## src/rtl/axi_master_if.sv

```systemverilog
// AXI4 bus bundle (no ID signals) between axi_master and a memory slave.
// master drives AW/W/AR and the B/R readies; slave drives the rest.
interface axi_master_if #(
  parameter int ADDR_WIDTH = 32,
  parameter int DATA_WIDTH = 32
);
  logic [ADDR_WIDTH-1:0]   AWADDR;
  logic [7:0]              AWLEN;
  logic [2:0]              AWSIZE;
  logic [1:0]              AWBURST;
  logic                    AWVALID;
  logic                    AWREADY;
  logic [DATA_WIDTH-1:0]   WDATA;
  logic [DATA_WIDTH/8-1:0] WSTRB;
  logic                    WLAST;
  logic                    WVALID;
  logic                    WREADY;
  logic [1:0]              BRESP;
  logic                    BVALID;
  logic                    BREADY;
  logic [ADDR_WIDTH-1:0]   ARADDR;
  logic [7:0]              ARLEN;
  logic [2:0]              ARSIZE;
  logic [1:0]              ARBURST;
  logic                    ARVALID;
  logic                    ARREADY;
  logic [DATA_WIDTH-1:0]   RDATA;
  logic [1:0]              RRESP;
  logic                    RLAST;
  logic                    RVALID;
  logic                    RREADY;

  modport master (
    output AWADDR, AWLEN, AWSIZE, AWBURST, AWVALID,
    input  AWREADY,
    output WDATA, WSTRB, WLAST, WVALID,
    input  WREADY,
    input  BRESP, BVALID,
    output BREADY,
    output ARADDR, ARLEN, ARSIZE, ARBURST, ARVALID,
    input  ARREADY,
    input  RDATA, RRESP, RLAST, RVALID,
    output RREADY
  );

  modport slave (
    input  AWADDR, AWLEN, AWSIZE, AWBURST, AWVALID,
    output AWREADY,
    input  WDATA, WSTRB, WLAST, WVALID,
    output WREADY,
    output BRESP, BVALID,
    input  BREADY,
    input  ARADDR, ARLEN, ARSIZE, ARBURST, ARVALID,
    output ARREADY,
    output RDATA, RRESP, RLAST, RVALID,
    input  RREADY
  );
endinterface

```

## src/rtl/axi_master.sv

```systemverilog
// Single-outstanding AXI4 initiator: command/stream side to AXI bursts.
// Optional watchdog enabled by defining AXI_MASTER_TIMEOUT_EN.
module axi_master #(
  parameter int ADDR_WIDTH     = 32,
  parameter int DATA_WIDTH     = 32,
  parameter int TIMEOUT_CYCLES = 1024
) (
  input  logic                    ACLK,
  input  logic                    ARESET,
  input  logic                    cmd_valid,
  output logic                    cmd_ready,
  input  logic                    cmd_write,
  input  logic [ADDR_WIDTH-1:0]   cmd_addr,
  input  logic [7:0]              cmd_len,
  input  logic [2:0]              cmd_size,
  input  logic [1:0]              cmd_burst,
  input  logic [DATA_WIDTH-1:0]   usr_wdata,
  input  logic [DATA_WIDTH/8-1:0] usr_wstrb,
  input  logic                    usr_wvalid,
  output logic                    usr_wready,
  output logic [DATA_WIDTH-1:0]   usr_rdata,
  output logic                    usr_rlast,
  output logic                    usr_rvalid,
  input  logic                    usr_rready,
  output logic                    done,
  output logic [1:0]              resp,
  output logic                    err_local,
  output logic                    timeout,
  axi_master_if.master            axi
);

  typedef enum logic [2:0] {
    S_IDLE, S_CHECK, S_AW, S_W,
    S_B, S_AR, S_R, S_DONE
  } state_t;

  localparam int SMAX = $clog2(DATA_WIDTH/8);

  state_t state, state_nx;

  logic                  c_write;
  logic [ADDR_WIDTH-1:0] c_addr;
  logic [7:0]            c_len;
  logic [2:0]            c_size;
  logic [1:0]            c_burst;
  logic [8:0]            cnt;
  logic [1:0]            acc;
  logic                  r_err;
  logic [1:0]            resp_q;
  logic                  err_q;
  logic                  to_q;

  logic aw_hs, w_hs, b_hs, ar_hs, r_hs;
  logic to_hit;
  logic bad, wrap_ok;
  logic [ADDR_WIDTH-1:0] amask;
  logic [8:0]            len_p1;
  logic [12:0]           end_off;
  logic [1:0]            r_max, r_final;

  assign amask   = ({{(ADDR_WIDTH-1){1'b0}}, 1'b1} << c_size)
                 - {{(ADDR_WIDTH-1){1'b0}}, 1'b1};
  assign len_p1  = {1'b0, c_len} + 9'd1;
  assign end_off = {1'b0, c_addr[11:0]}
                 + ({4'b0, len_p1} << c_size);
  assign wrap_ok = (c_len == 8'd1) || (c_len == 8'd3)
                || (c_len == 8'd7) || (c_len == 8'd15);

  assign bad = (c_burst == 2'b11)
            || (|(c_addr & amask))
            || (c_size > 3'(SMAX))
            || (c_burst == 2'b10 && !wrap_ok)
            || (c_burst == 2'b01 && end_off > 13'd4096);

  assign aw_hs = (state == S_AW) && axi.AWREADY;
  assign w_hs  = (state == S_W) && usr_wvalid && axi.WREADY;
  assign b_hs  = (state == S_B) && axi.BVALID;
  assign ar_hs = (state == S_AR) && axi.ARREADY;
  assign r_hs  = (state == S_R) && axi.RVALID && usr_rready;

  // a wrong-length burst overrides whatever RRESP reported
  assign r_max   = (axi.RRESP > acc) ? axi.RRESP : acc;
  assign r_final = (r_err || (axi.RLAST && cnt > 9'd1))
                 ? 2'b10 : r_max;

  assign cmd_ready   = (state == S_IDLE);
  assign axi.AWVALID = (state == S_AW);
  assign axi.AWADDR  = c_addr;
  assign axi.AWLEN   = c_len;
  assign axi.AWSIZE  = c_size;
  assign axi.AWBURST = c_burst;
  assign axi.ARVALID = (state == S_AR);
  assign axi.ARADDR  = c_addr;
  assign axi.ARLEN   = c_len;
  assign axi.ARSIZE  = c_size;
  assign axi.ARBURST = c_burst;
  assign axi.WVALID  = (state == S_W) && usr_wvalid;
  assign axi.WDATA   = usr_wdata;
  assign axi.WSTRB   = usr_wstrb;
  assign axi.WLAST   = (state == S_W) && (cnt == 9'd1);
  assign usr_wready  = (state == S_W) && axi.WREADY;
  assign axi.BREADY  = (state == S_B);
  assign axi.RREADY  = (state == S_R) && usr_rready;
  assign usr_rvalid  = (state == S_R) && axi.RVALID;
  assign usr_rdata   = axi.RDATA;
  assign usr_rlast   = (state == S_R) && axi.RLAST;
  assign done        = (state == S_DONE);
  assign resp        = resp_q;
  assign err_local   = err_q;
  assign timeout     = to_q;

`ifdef AXI_MASTER_TIMEOUT_EN
  localparam int WDW = $clog2(TIMEOUT_CYCLES + 1);
  logic [WDW-1:0] wd;
  logic busy, any_hs;
  assign busy = state inside {S_AW, S_W, S_B, S_AR, S_R};
  assign any_hs = aw_hs | w_hs | b_hs | ar_hs | r_hs;
  always_ff @(posedge ACLK) begin
    if (ARESET || !busy || any_hs) wd <= '0;
    else wd <= wd + 1'b1;
  end
  assign to_hit = busy && !any_hs
               && (wd == WDW'(TIMEOUT_CYCLES - 1));
`else
  logic unused_to;
  assign unused_to = (TIMEOUT_CYCLES == 0);
  assign to_hit = 1'b0;
`endif

  always_comb begin
    state_nx = state;
    unique case (state)
      S_IDLE:  if (cmd_valid) state_nx = S_CHECK;
      S_CHECK: state_nx = bad ? S_DONE
                        : (c_write ? S_AW : S_AR);
      S_AW:    if (aw_hs) state_nx = S_W;
      S_W:     if (w_hs && cnt == 9'd1) state_nx = S_B;
      S_B:     if (b_hs) state_nx = S_DONE;
      S_AR:    if (ar_hs) state_nx = S_R;
      S_R:     if (r_hs && axi.RLAST) state_nx = S_DONE;
      S_DONE:  state_nx = S_IDLE;
      default: state_nx = S_IDLE;
    endcase
    if (to_hit) state_nx = S_DONE;
  end

  always_ff @(posedge ACLK) begin
    if (ARESET) begin
      state   <= S_IDLE;
      c_write <= 1'b0;
      c_addr  <= '0;
      c_len   <= '0;
      c_size  <= '0;
      c_burst <= '0;
      cnt     <= '0;
      acc     <= '0;
      r_err   <= 1'b0;
      resp_q  <= '0;
      err_q   <= 1'b0;
      to_q    <= 1'b0;
    end else begin
      state <= state_nx;
      if (state == S_IDLE && cmd_valid) begin
        c_write <= cmd_write;
        c_addr  <= cmd_addr;
        c_len   <= cmd_len;
        c_size  <= cmd_size;
        c_burst <= cmd_burst;
      end
      if (state == S_CHECK) begin
        cnt   <= len_p1;
        acc   <= '0;
        r_err <= 1'b0;
      end
      if (w_hs) cnt <= cnt - 9'd1;
      // beats past the expected count keep flowing until RLAST
      if (r_hs) begin
        if (cnt != 9'd0) cnt <= cnt - 9'd1;
        acc <= r_max;
        if (axi.RLAST ? (cnt > 9'd1) : (cnt <= 9'd1))
          r_err <= 1'b1;
      end
      if (state_nx == S_DONE && state != S_DONE) begin
        err_q <= (state == S_CHECK);
        to_q  <= to_hit;
        if (to_hit || state == S_CHECK) resp_q <= 2'b10;
        else if (state == S_B) resp_q <= axi.BRESP;
        else resp_q <= r_final;
      end
    end
  end

endmodule

```

## src/flat_wrapper.sv

```systemverilog
// flat-port wrapper written by rule: the top's interface ports become plain ports
module axi_master_flat 
#(
  parameter int ADDR_WIDTH     = 32,
  parameter int DATA_WIDTH     = 32,
  parameter int TIMEOUT_CYCLES = 1024
)
  (ACLK, ARESET, cmd_valid, cmd_ready, cmd_write, cmd_addr, cmd_len, cmd_size, cmd_burst, usr_wdata, usr_wstrb, usr_wvalid, usr_wready, usr_rdata, usr_rlast, usr_rvalid, usr_rready, done, resp, err_local, timeout, axi_AWADDR, axi_AWLEN, axi_AWSIZE, axi_AWBURST, axi_AWVALID, axi_AWREADY, axi_WDATA, axi_WSTRB, axi_WLAST, axi_WVALID, axi_WREADY, axi_BRESP, axi_BVALID, axi_BREADY, axi_ARADDR, axi_ARLEN, axi_ARSIZE, axi_ARBURST, axi_ARVALID, axi_ARREADY, axi_RDATA, axi_RRESP, axi_RLAST, axi_RVALID, axi_RREADY);
  axi_master_if #(.ADDR_WIDTH(ADDR_WIDTH), .DATA_WIDTH(DATA_WIDTH)) axi_i ();
  input  logic ACLK;
  input  logic ARESET;
  input  logic cmd_valid;
  output logic cmd_ready;
  input  logic cmd_write;
  input  logic [ADDR_WIDTH-1:0] cmd_addr;
  input  logic [7:0] cmd_len;
  input  logic [2:0] cmd_size;
  input  logic [1:0] cmd_burst;
  input  logic [DATA_WIDTH-1:0] usr_wdata;
  input  logic [DATA_WIDTH/8-1:0] usr_wstrb;
  input  logic usr_wvalid;
  output logic usr_wready;
  output logic [DATA_WIDTH-1:0] usr_rdata;
  output logic usr_rlast;
  output logic usr_rvalid;
  input  logic usr_rready;
  output logic done;
  output logic [1:0] resp;
  output logic err_local;
  output logic timeout;
  output wire logic [$bits(axi_i.AWADDR)-1:0] axi_AWADDR;
  output wire logic [$bits(axi_i.AWLEN)-1:0] axi_AWLEN;
  output wire logic [$bits(axi_i.AWSIZE)-1:0] axi_AWSIZE;
  output wire logic [$bits(axi_i.AWBURST)-1:0] axi_AWBURST;
  output wire logic [$bits(axi_i.AWVALID)-1:0] axi_AWVALID;
  input wire logic [$bits(axi_i.AWREADY)-1:0] axi_AWREADY;
  output wire logic [$bits(axi_i.WDATA)-1:0] axi_WDATA;
  output wire logic [$bits(axi_i.WSTRB)-1:0] axi_WSTRB;
  output wire logic [$bits(axi_i.WLAST)-1:0] axi_WLAST;
  output wire logic [$bits(axi_i.WVALID)-1:0] axi_WVALID;
  input wire logic [$bits(axi_i.WREADY)-1:0] axi_WREADY;
  input wire logic [$bits(axi_i.BRESP)-1:0] axi_BRESP;
  input wire logic [$bits(axi_i.BVALID)-1:0] axi_BVALID;
  output wire logic [$bits(axi_i.BREADY)-1:0] axi_BREADY;
  output wire logic [$bits(axi_i.ARADDR)-1:0] axi_ARADDR;
  output wire logic [$bits(axi_i.ARLEN)-1:0] axi_ARLEN;
  output wire logic [$bits(axi_i.ARSIZE)-1:0] axi_ARSIZE;
  output wire logic [$bits(axi_i.ARBURST)-1:0] axi_ARBURST;
  output wire logic [$bits(axi_i.ARVALID)-1:0] axi_ARVALID;
  input wire logic [$bits(axi_i.ARREADY)-1:0] axi_ARREADY;
  input wire logic [$bits(axi_i.RDATA)-1:0] axi_RDATA;
  input wire logic [$bits(axi_i.RRESP)-1:0] axi_RRESP;
  input wire logic [$bits(axi_i.RLAST)-1:0] axi_RLAST;
  input wire logic [$bits(axi_i.RVALID)-1:0] axi_RVALID;
  output wire logic [$bits(axi_i.RREADY)-1:0] axi_RREADY;
  assign axi_AWADDR = axi_i.AWADDR;
  assign axi_AWLEN = axi_i.AWLEN;
  assign axi_AWSIZE = axi_i.AWSIZE;
  assign axi_AWBURST = axi_i.AWBURST;
  assign axi_AWVALID = axi_i.AWVALID;
  assign axi_i.AWREADY = axi_AWREADY;
  assign axi_WDATA = axi_i.WDATA;
  assign axi_WSTRB = axi_i.WSTRB;
  assign axi_WLAST = axi_i.WLAST;
  assign axi_WVALID = axi_i.WVALID;
  assign axi_i.WREADY = axi_WREADY;
  assign axi_i.BRESP = axi_BRESP;
  assign axi_i.BVALID = axi_BVALID;
  assign axi_BREADY = axi_i.BREADY;
  assign axi_ARADDR = axi_i.ARADDR;
  assign axi_ARLEN = axi_i.ARLEN;
  assign axi_ARSIZE = axi_i.ARSIZE;
  assign axi_ARBURST = axi_i.ARBURST;
  assign axi_ARVALID = axi_i.ARVALID;
  assign axi_i.ARREADY = axi_ARREADY;
  assign axi_i.RDATA = axi_RDATA;
  assign axi_i.RRESP = axi_RRESP;
  assign axi_i.RLAST = axi_RLAST;
  assign axi_i.RVALID = axi_RVALID;
  assign axi_RREADY = axi_i.RREADY;
  axi_master #(.ADDR_WIDTH(ADDR_WIDTH), .DATA_WIDTH(DATA_WIDTH), .TIMEOUT_CYCLES(TIMEOUT_CYCLES)) u_core (.ACLK(ACLK), .ARESET(ARESET), .cmd_valid(cmd_valid), .cmd_ready(cmd_ready), .cmd_write(cmd_write), .cmd_addr(cmd_addr), .cmd_len(cmd_len), .cmd_size(cmd_size), .cmd_burst(cmd_burst), .usr_wdata(usr_wdata), .usr_wstrb(usr_wstrb), .usr_wvalid(usr_wvalid), .usr_wready(usr_wready), .usr_rdata(usr_rdata), .usr_rlast(usr_rlast), .usr_rvalid(usr_rvalid), .usr_rready(usr_rready), .done(done), .resp(resp), .err_local(err_local), .timeout(timeout), .axi(axi_i));
endmodule
```

## config.mk

```make
export PLATFORM = sky130hd
export DESIGN_NAME = axi_master_flat
export DESIGN_NICKNAME = d
export VERILOG_FILES = /design/src/rtl/axi_master_if.sv /design/src/rtl/axi_master.sv /design/src/flat_wrapper.sv
export SDC_FILE = /design/constraint.sdc
export NUM_CORES = 1
export LEC_CHECK = 0
export ABC_AREA = 1
export CORE_ASPECT_RATIO = 1.75
export CORE_MARGIN = 2
export CORE_UTILIZATION = 30
export CTS_CLUSTER_DIAMETER = 80
export CTS_CLUSTER_SIZE = 25
export DETAILED_ROUTE_END_ITERATION = 10
export PLACE_DENSITY_LB_ADDON = 0.2
export SLEW_MARGIN = 40
export SYNTH_ARGS = -nofsm -noshare
export SYNTH_HDL_FRONTEND = slang
export SYNTH_SLANG_ARGS = --single-unit
```

## constraint.sdc

```tcl
create_clock -name ACLK -period 3.1 [get_ports ACLK]
set_input_delay 0.62 -clock ACLK [delete_from_list [all_inputs] [get_ports ACLK]]
set_output_delay 0.62 -clock ACLK [all_outputs]
set_load 0.02 [all_outputs]
```

== Word level (Yosys, flattened, before mapping) ==
Index checks and enable logic that the tools add are counted.

* Flip-flop bits (word level): 64
* Input port bits: 129
* Output and inout port bits: 173
* Word-level logic and storage cells: 94

* $add $sub $neg: 4
* Magnitude comparators: 5
* Equality and inequality tests: 17
* Shifts and indexed selects: 2
* Mux-type cells: 23
* Bitwise gates (word level): 1
* Reductions and logical operators: 31

{| class="wikitable"
|+ Operators with widths
! operator !! number
|-
| 2-to-1 mux 9 bit || 4
|-
| AND 32 bit || 1
|-
| OR reduction 32 bit || 1
|-
| << shifter 1 x 3 -> 32 bit (first input constant) || 1
|-
| subtractor 32 x 1 -> 32 bit (second input constant) || 1
|-
| 2-to-1 mux 3 bit || 8
|-
| one-hot mux 3 bit (8 select lines) || 1
|-
| logical AND 1 bit || 18
|-
| equality test 3 bit (second input constant) || 5
|-
| adder 12 x 13 -> 13 bit || 1
|-
| > comparator 13 bit (second input constant) || 1
|-
| << shifter 9 x 3 -> 13 bit || 1
|-
| 2-to-1 mux 2 bit || 6
|-
| adder 8 x 1 -> 9 bit (second input constant) || 1
|-
| equality test 9 x 1 -> 1 bit (second input constant) || 1
|-
| > comparator 9 x 1 -> 1 bit (second input constant) || 1
|-
| less-or-equal comparator 9 x 1 -> 1 bit (second input constant) || 1
|-
| nonzero test 9 bit || 1
|-
| subtractor 9 x 1 -> 9 bit (second input constant) || 1
|-
| equality test 8 x 1 -> 1 bit (second input constant) || 1
|-
| equality test 8 x 2 -> 1 bit (second input constant) || 1
|-
| equality test 8 x 3 -> 1 bit (second input constant) || 1
|-
| equality test 8 x 4 -> 1 bit (second input constant) || 1
|-
| logical OR 1 bit || 8
|-
| 11 further kinds || 16
|}

== Depth between registers and ports, before layout ==
* Depth in word-level cells: 12
* Depth in mapped cells: 30
* Mapped depth without buffers: 30

== Worst setup path after synthesis ==
Ideal clock, no wire load.

* Path type: reg-to-reg
* From: reg u_core.c_len[1] (netlist: u_core.axi.ARLEN[1])
* To: reg u_core.err_q (netlist: u_core.err_local)
* Setup time: 0.114 ns
* Data arrival time: 3.240 ns
* Required time: 2.986 ns
* Slack: -0.254 ns
* Stages on the path, launching flop included: 25
* Buffers on the path: 0
* Clock period less this slack: 3.354 ns
* Path through: dfxtp_1 -> inv_1 -> ha_1 -> inv_1 -> o21ai_0 -> or2_2 -> nor2_1 -> fa_1 -> or2_2 -> nor2_1 -> nand2_1 -> nor2_1 -> nand2_1 -> nor2_1 -> nand2_1 -> nor2_1 -> nand2_1 -> nand3_2 -> nand3_1 -> nand2_2 -> nand3_2 -> nand3_4 -> nand2_1 -> nand2_1 -> nor2_2

* Word-level cells in the longest chain between the ends: 12
* Elaborated cells between the ends (all ways): 20
* Classes of those cells: add/sub (2); order compare (1); eq/ne (5); shift (1); mux (2); reduce/logical (9)

{| class="wikitable"
|+ RTL lines
! what !! RTL line !! source
|-
| start, declared || axi_master.sv:43 || <nowiki>logic [7:0] c_len;</nowiki>
|-
| start signal, assigned || axi_master.sv:166 || <nowiki>c_len <= cmd_len;</nowiki>
|-
| branches (longest 7 deep; another with adder 12 x 13 -> 13 bit) || -- ||
|-
| logical OR 1 bit (*) || axi_master.sv:73 || <nowiki>|| (c_burst == 2'b01 && end_off > 13'd4096);</nowiki>
|-
| 2-to-1 mux 3 bit (*) || axi_master.sv:134 || <nowiki>S_CHECK: state_nx = bad ? S_DONE</nowiki>
|-
| one-hot mux 3 bit (8 select lines) (*) || axi_master.sv:132 || <nowiki>unique case (state)</nowiki>
|-
| equality test 3 bit (*) || axi_master.sv:183 || <nowiki>if (state_nx == S_DONE && state != S_DONE) begin</nowiki>
|-
| logical AND 1 bit (*) || axi_master.sv:183 ||
|-
| end signal, assigned || axi_master.sv:184 || <nowiki>err_q <= (state == S_CHECK);</nowiki>
|-
| end, declared || axi_master.sv:50 || <nowiki>logic err_q;</nowiki>
|}

Mark *: on every way between the ends.
A chain may end at the register's enable or synchronous reset.

== Final worst setup path ==
* From: reg u_core.c_len[1] (netlist: u_core.axi.ARLEN[1])
* To: reg u_core.resp_q[0] (netlist: u_core.resp[0])

* Word-level cells in the longest chain between the ends: 12
* Elaborated cells between the ends (all ways): 20
* Classes of those cells: add/sub (2); order compare (1); eq/ne (5); shift (1); mux (2); reduce/logical (9)

{| class="wikitable"
|+ RTL lines
! what !! RTL line !! source
|-
| branches (longest 7 deep; another with adder 12 x 13 -> 13 bit) || -- ||
|-
| logical OR 1 bit (*) || axi_master.sv:73 ||
|-
| 2-to-1 mux 3 bit (*) || axi_master.sv:134 ||
|-
| one-hot mux 3 bit (8 select lines) (*) || axi_master.sv:132 ||
|-
| equality test 3 bit (*) || axi_master.sv:183 ||
|-
| logical AND 1 bit (*) || axi_master.sv:183 ||
|-
| end signal, assigned || axi_master.sv:187 || <nowiki>else if (state == S_B) resp_q <= axi.BRESP;</nowiki>
|-
| end signal, assigned || axi_master.sv:188 || <nowiki>else resp_q <= r_final;</nowiki>
|-
| end, declared || axi_master.sv:49 || <nowiki>logic [1:0] resp_q;</nowiki>
|}

Marks and branches as above.

==> out/results.tsv <==
stage	metric	value	unit
critical_path	critPathKind	reg2reg	
critical_path	worstSetupEndpointType	register	
critical_path	worst_ep_arrival_time	3.50	ns
floorplanning	start_util	30.4	%
yosys	synth_edf_count	0	
detailed_routing	drt_wl_total	17400	um
sta	slew_headroom	54.8	%
critical_path	crit_path_frequent_cell	nand2_1	
yosys	syn_area_per_cell	6.53	sq um
yosys	synth-main-ff-cell	dfxtp_1	
final_layout	postLayoutCellArea	0.00731	sq mm
floorplanning	die_x	103	um
critical_path	r2r_cells	26	
yosys	ys_ff_latch	64	
critical_path	crit_fanout	6	
yosys	synth_area_leaders	dfxtp_1 25%, buf_4 17%, nand2_1 12%, a21oi_1 6.5%, nand3_1 6.4%	
floorplanning	io_pins	302	
detailed_routing	route.detailed.drc	0	
detailed_routing	wl_per_cell	15.5	um
floorplanning	rows	63	
yosys	synth_cells	781	
min_path	whs_path_depth	1	
grt	grt_pass1_vias	5292	
yosys	synth_common_cells	166 x nand2_1, 114 x buf_4, 77 x inv_1	
floorplanning	core	0.0168	sq mm
yosys	seq_area_frac_synth	25.1	%
power_and_ir_drop	p_per_area	991	mW/mm^2
yosys	ys_warn_count	0	
run	cap_violations	0	
detailed_routing	num_vias	5234	
power_and_ir_drop	p_total	7240	uW
power_and_ir_drop	ir_drop	0.000322	V
final_layout	utilization	43.5	%
floorplanning	die_area	0.0181	sq mm
min_path	hold_path_class	reg2reg	
grt	grt_max_degree	43	
placement	port_buffers	164	
clock_network	clock_latency	0.33	ns
clock_network	cts.clk_slew.worst_paths	0.06	ns
final_layout	fin_nets	1043	
sta	finalSetupViolations	4	
yosys	synth_top_area_share	25.1	%
detailed_routing	antenna_left	0	
final_layout	seqCellArea	0.00129	sq mm
critical_path	max_stage_delay	0.37	ns
sta	min_period	3.28	ns
sta	fmax	305	MHz
critical_path	slowest_stage	dfxtp_4	
detailed_routing	routed_via_density	4.66	
sta	fin_crit_sh	106	%
yosys	synth.cell_area	0.00510	sq mm
placement	post-dp-hpwl	13900	um
placement	routabilityCongestion	0.945	
final_layout	multi_input_area	0.00284	sq mm
sta	tightest_slew	0.677	ns
final_layout	n_antenna_cell	0	
final_layout	fillers	1739	
yosys	synth_most_common_cell	nand2_1	
placement	dpl_cell_area	0.00658	sq mm
detailed_routing	dr.pass1.iters	4	
grt	track_usage	19.4	%
yosys	synthArstFlopShare	0	%
status	status	finished with violations	
sta	hold_violations	0	
placement	pre_cts_ws	-0.435	ns
clock_network	h-tree-depth	3	
sta	drv_slew	0	
final_layout	syn_to_final_growth	43.2	%
final_layout	drive_gt1_share	21.7	%
critical_path	crit_path_start_kind	register	
grt	antenna_found_initial	0	
clock_network	clock-sinks	64	
floorplanning	die_y	177	um
clock_network	cts_hold_buffers	0	
power_and_ir_drop	p_leak	0.00309	uW
clock_network	numCtsBuffers	9	
sta	skew	0.0107	ns
detailed_routing	drtIter0Drc	185	
grt	grt_pass1_wl	27000	um
yosys	synth.distinct_cells	43	
status	violations	negative setup slack	
yosys	synth_top_cell_by_area	dfxtp_1	
clock_network	clockRootBuffer	clkbuf_16	
clock_network	tritoncts	done	
grt	overflow	0	
critical_path	cp.required	3.32	ns
clock_network	clk_path_buf_depth	2	
sta	layout_setup_ws	-0.182	ns
yosys	syn_nets	932	
sta	rsz0062_at_grt	true	
timing repair:
item                       4_1_cts  5_1_grt
gates cloned                     0        0
hold endpoints to repair         0        0
pin swaps                       20       32
setup endpoints to repair        6        6
gates resized for setup         32       54
buffers inserted                 4        9
cell families after synthesis:
family | after synthesis | synth area share [%]
other | 1 | 0.0735
adder cells (fa/ha/maj) | 22 | 5.54
buffers and inverters | 225 | 25.1
XOR/XNOR | 5 | 0.858
AND/OR/NAND/NOR | 332 | 28.9
AO/OA/AOI/OAI | 129 | 13.8
flip-flops | 64 | 25.1
multiplexers | 3 | 0.589
layout by cell type (no fill, tap or decap), drive strengths merged:
cell	Yosys	layout
a2111oi	1	1
a211oi	4	4
a21o	1	1
a21oi	66	66
a2bb2oi	1	1
a31oi	6	6
and2	1	1
buf	116	80
bufinv	0	2
clkbuf	27	11
clkdlybuf4s50	0	163
clkinvlp	0	1
conb	1	1
dfxtp	64	64
fa	1	1
ha	21	21
inv	82	84
mux2i	3	3
nand2	174	174
nand3	71	71
nand3b	1	1
nand4	3	3
nor2	63	63
nor3	12	12
nor3b	2	2
nor4	2	2
o2111ai	1	1
o211ai	3	3
o21ai	39	39
o21bai	1	1
o22ai	5	5
o31ai	1	1
or2	3	3
xnor2	1	1
xor2	4	4
state kept, by name, indices dropped and copies added, names as in the netlist:
name	flops
u_core.r_err	1
u_core.acc	2
u_core.err_local	1
u_core.axi.ARSIZE	3
u_core.state	3
u_core.axi.ARADDR	32
u_core.axi.ARBURST	2
u_core.cnt	9
u_core.c_write	1
u_core.axi.ARLEN	8
u_core.resp	2
metal layers:
layer  up-vias  share of wire [%]  global-route usage (%)
met3        79                4.0                    2.30
met4         0                6.6                    13.2
li1       2634                  -                       -
met2       154                 55                    36.2
met1      2367                 34                    19.3
met5         -                  0                       0
final timing paths:
path                                 endpoint  slack, ns                             start
hold / removal       u_core.cnt[0]$_SDFF_PP0_       0.47          u_core.cnt[0]$_SDFF_PP0_
setup reg to reg  u_core.resp[0]$_SDFFE_PP0P_      -0.18  u_core.axi.ARLEN[1]$_SDFFE_PP0P_
setup / recovery  u_core.resp[0]$_SDFFE_PP0P_      -0.18  u_core.axi.ARLEN[1]$_SDFFE_PP0P_
hold reg to reg      u_core.cnt[0]$_SDFF_PP0_       0.47          u_core.cnt[0]$_SDFF_PP0_
power by group:
| group | internal [uW] | leakage (uW) | switching [uW] |
|---|---|---|---|
| clock | 754 | 0.000163 | 405 |
| sequential | 1060 | 0.000526 | 281 |
| combinational | 2130 | 0.00240 | 2620 |
layout make-up:
| class | instances | share of cell area [%] |
|---|---|---|
| Inverter | 82 | 4.21 |
| Tap cell | 227 | 3.89 |
| Multi-Input combinational cell | 492 | 38.9 |
| Clock inverter | 5 | 1.16 |
| Sequential cell | 64 | 17.7 |
| Clock buffer | 11 | 3.46 |
| Timing Repair Buffer | 243 | 30.7 |
per-stage QoR:
stage / hold WS [ns] / setup TNS (ns) / std cells
after global routing: 0.505 / -2.28 / 1124
after global placement: 0.450 / -1.98 / 1096
after detailed placement: 0.465 / -1.86 / 1096
final: 0.473 / -0.663 / 1124
after CTS: 0.474 / -1.09 / 1116
after floorplan: 0.433 / 0 / 781
critical path: cells and delay by family, from the launching register on:
kind                       cells  cell delay, ns
AOI/OAI and AO/OA              2            0.18
xor gates and xnor gates       1            0.17
adders and majority gates      1            0.28
buffers and inverters          4            0.50
DFF                            1            0.37
muxes                          1            0.23
and+or+nand+nor               17            1.44
No activity file was read; power rests on OpenSTA's default activity.
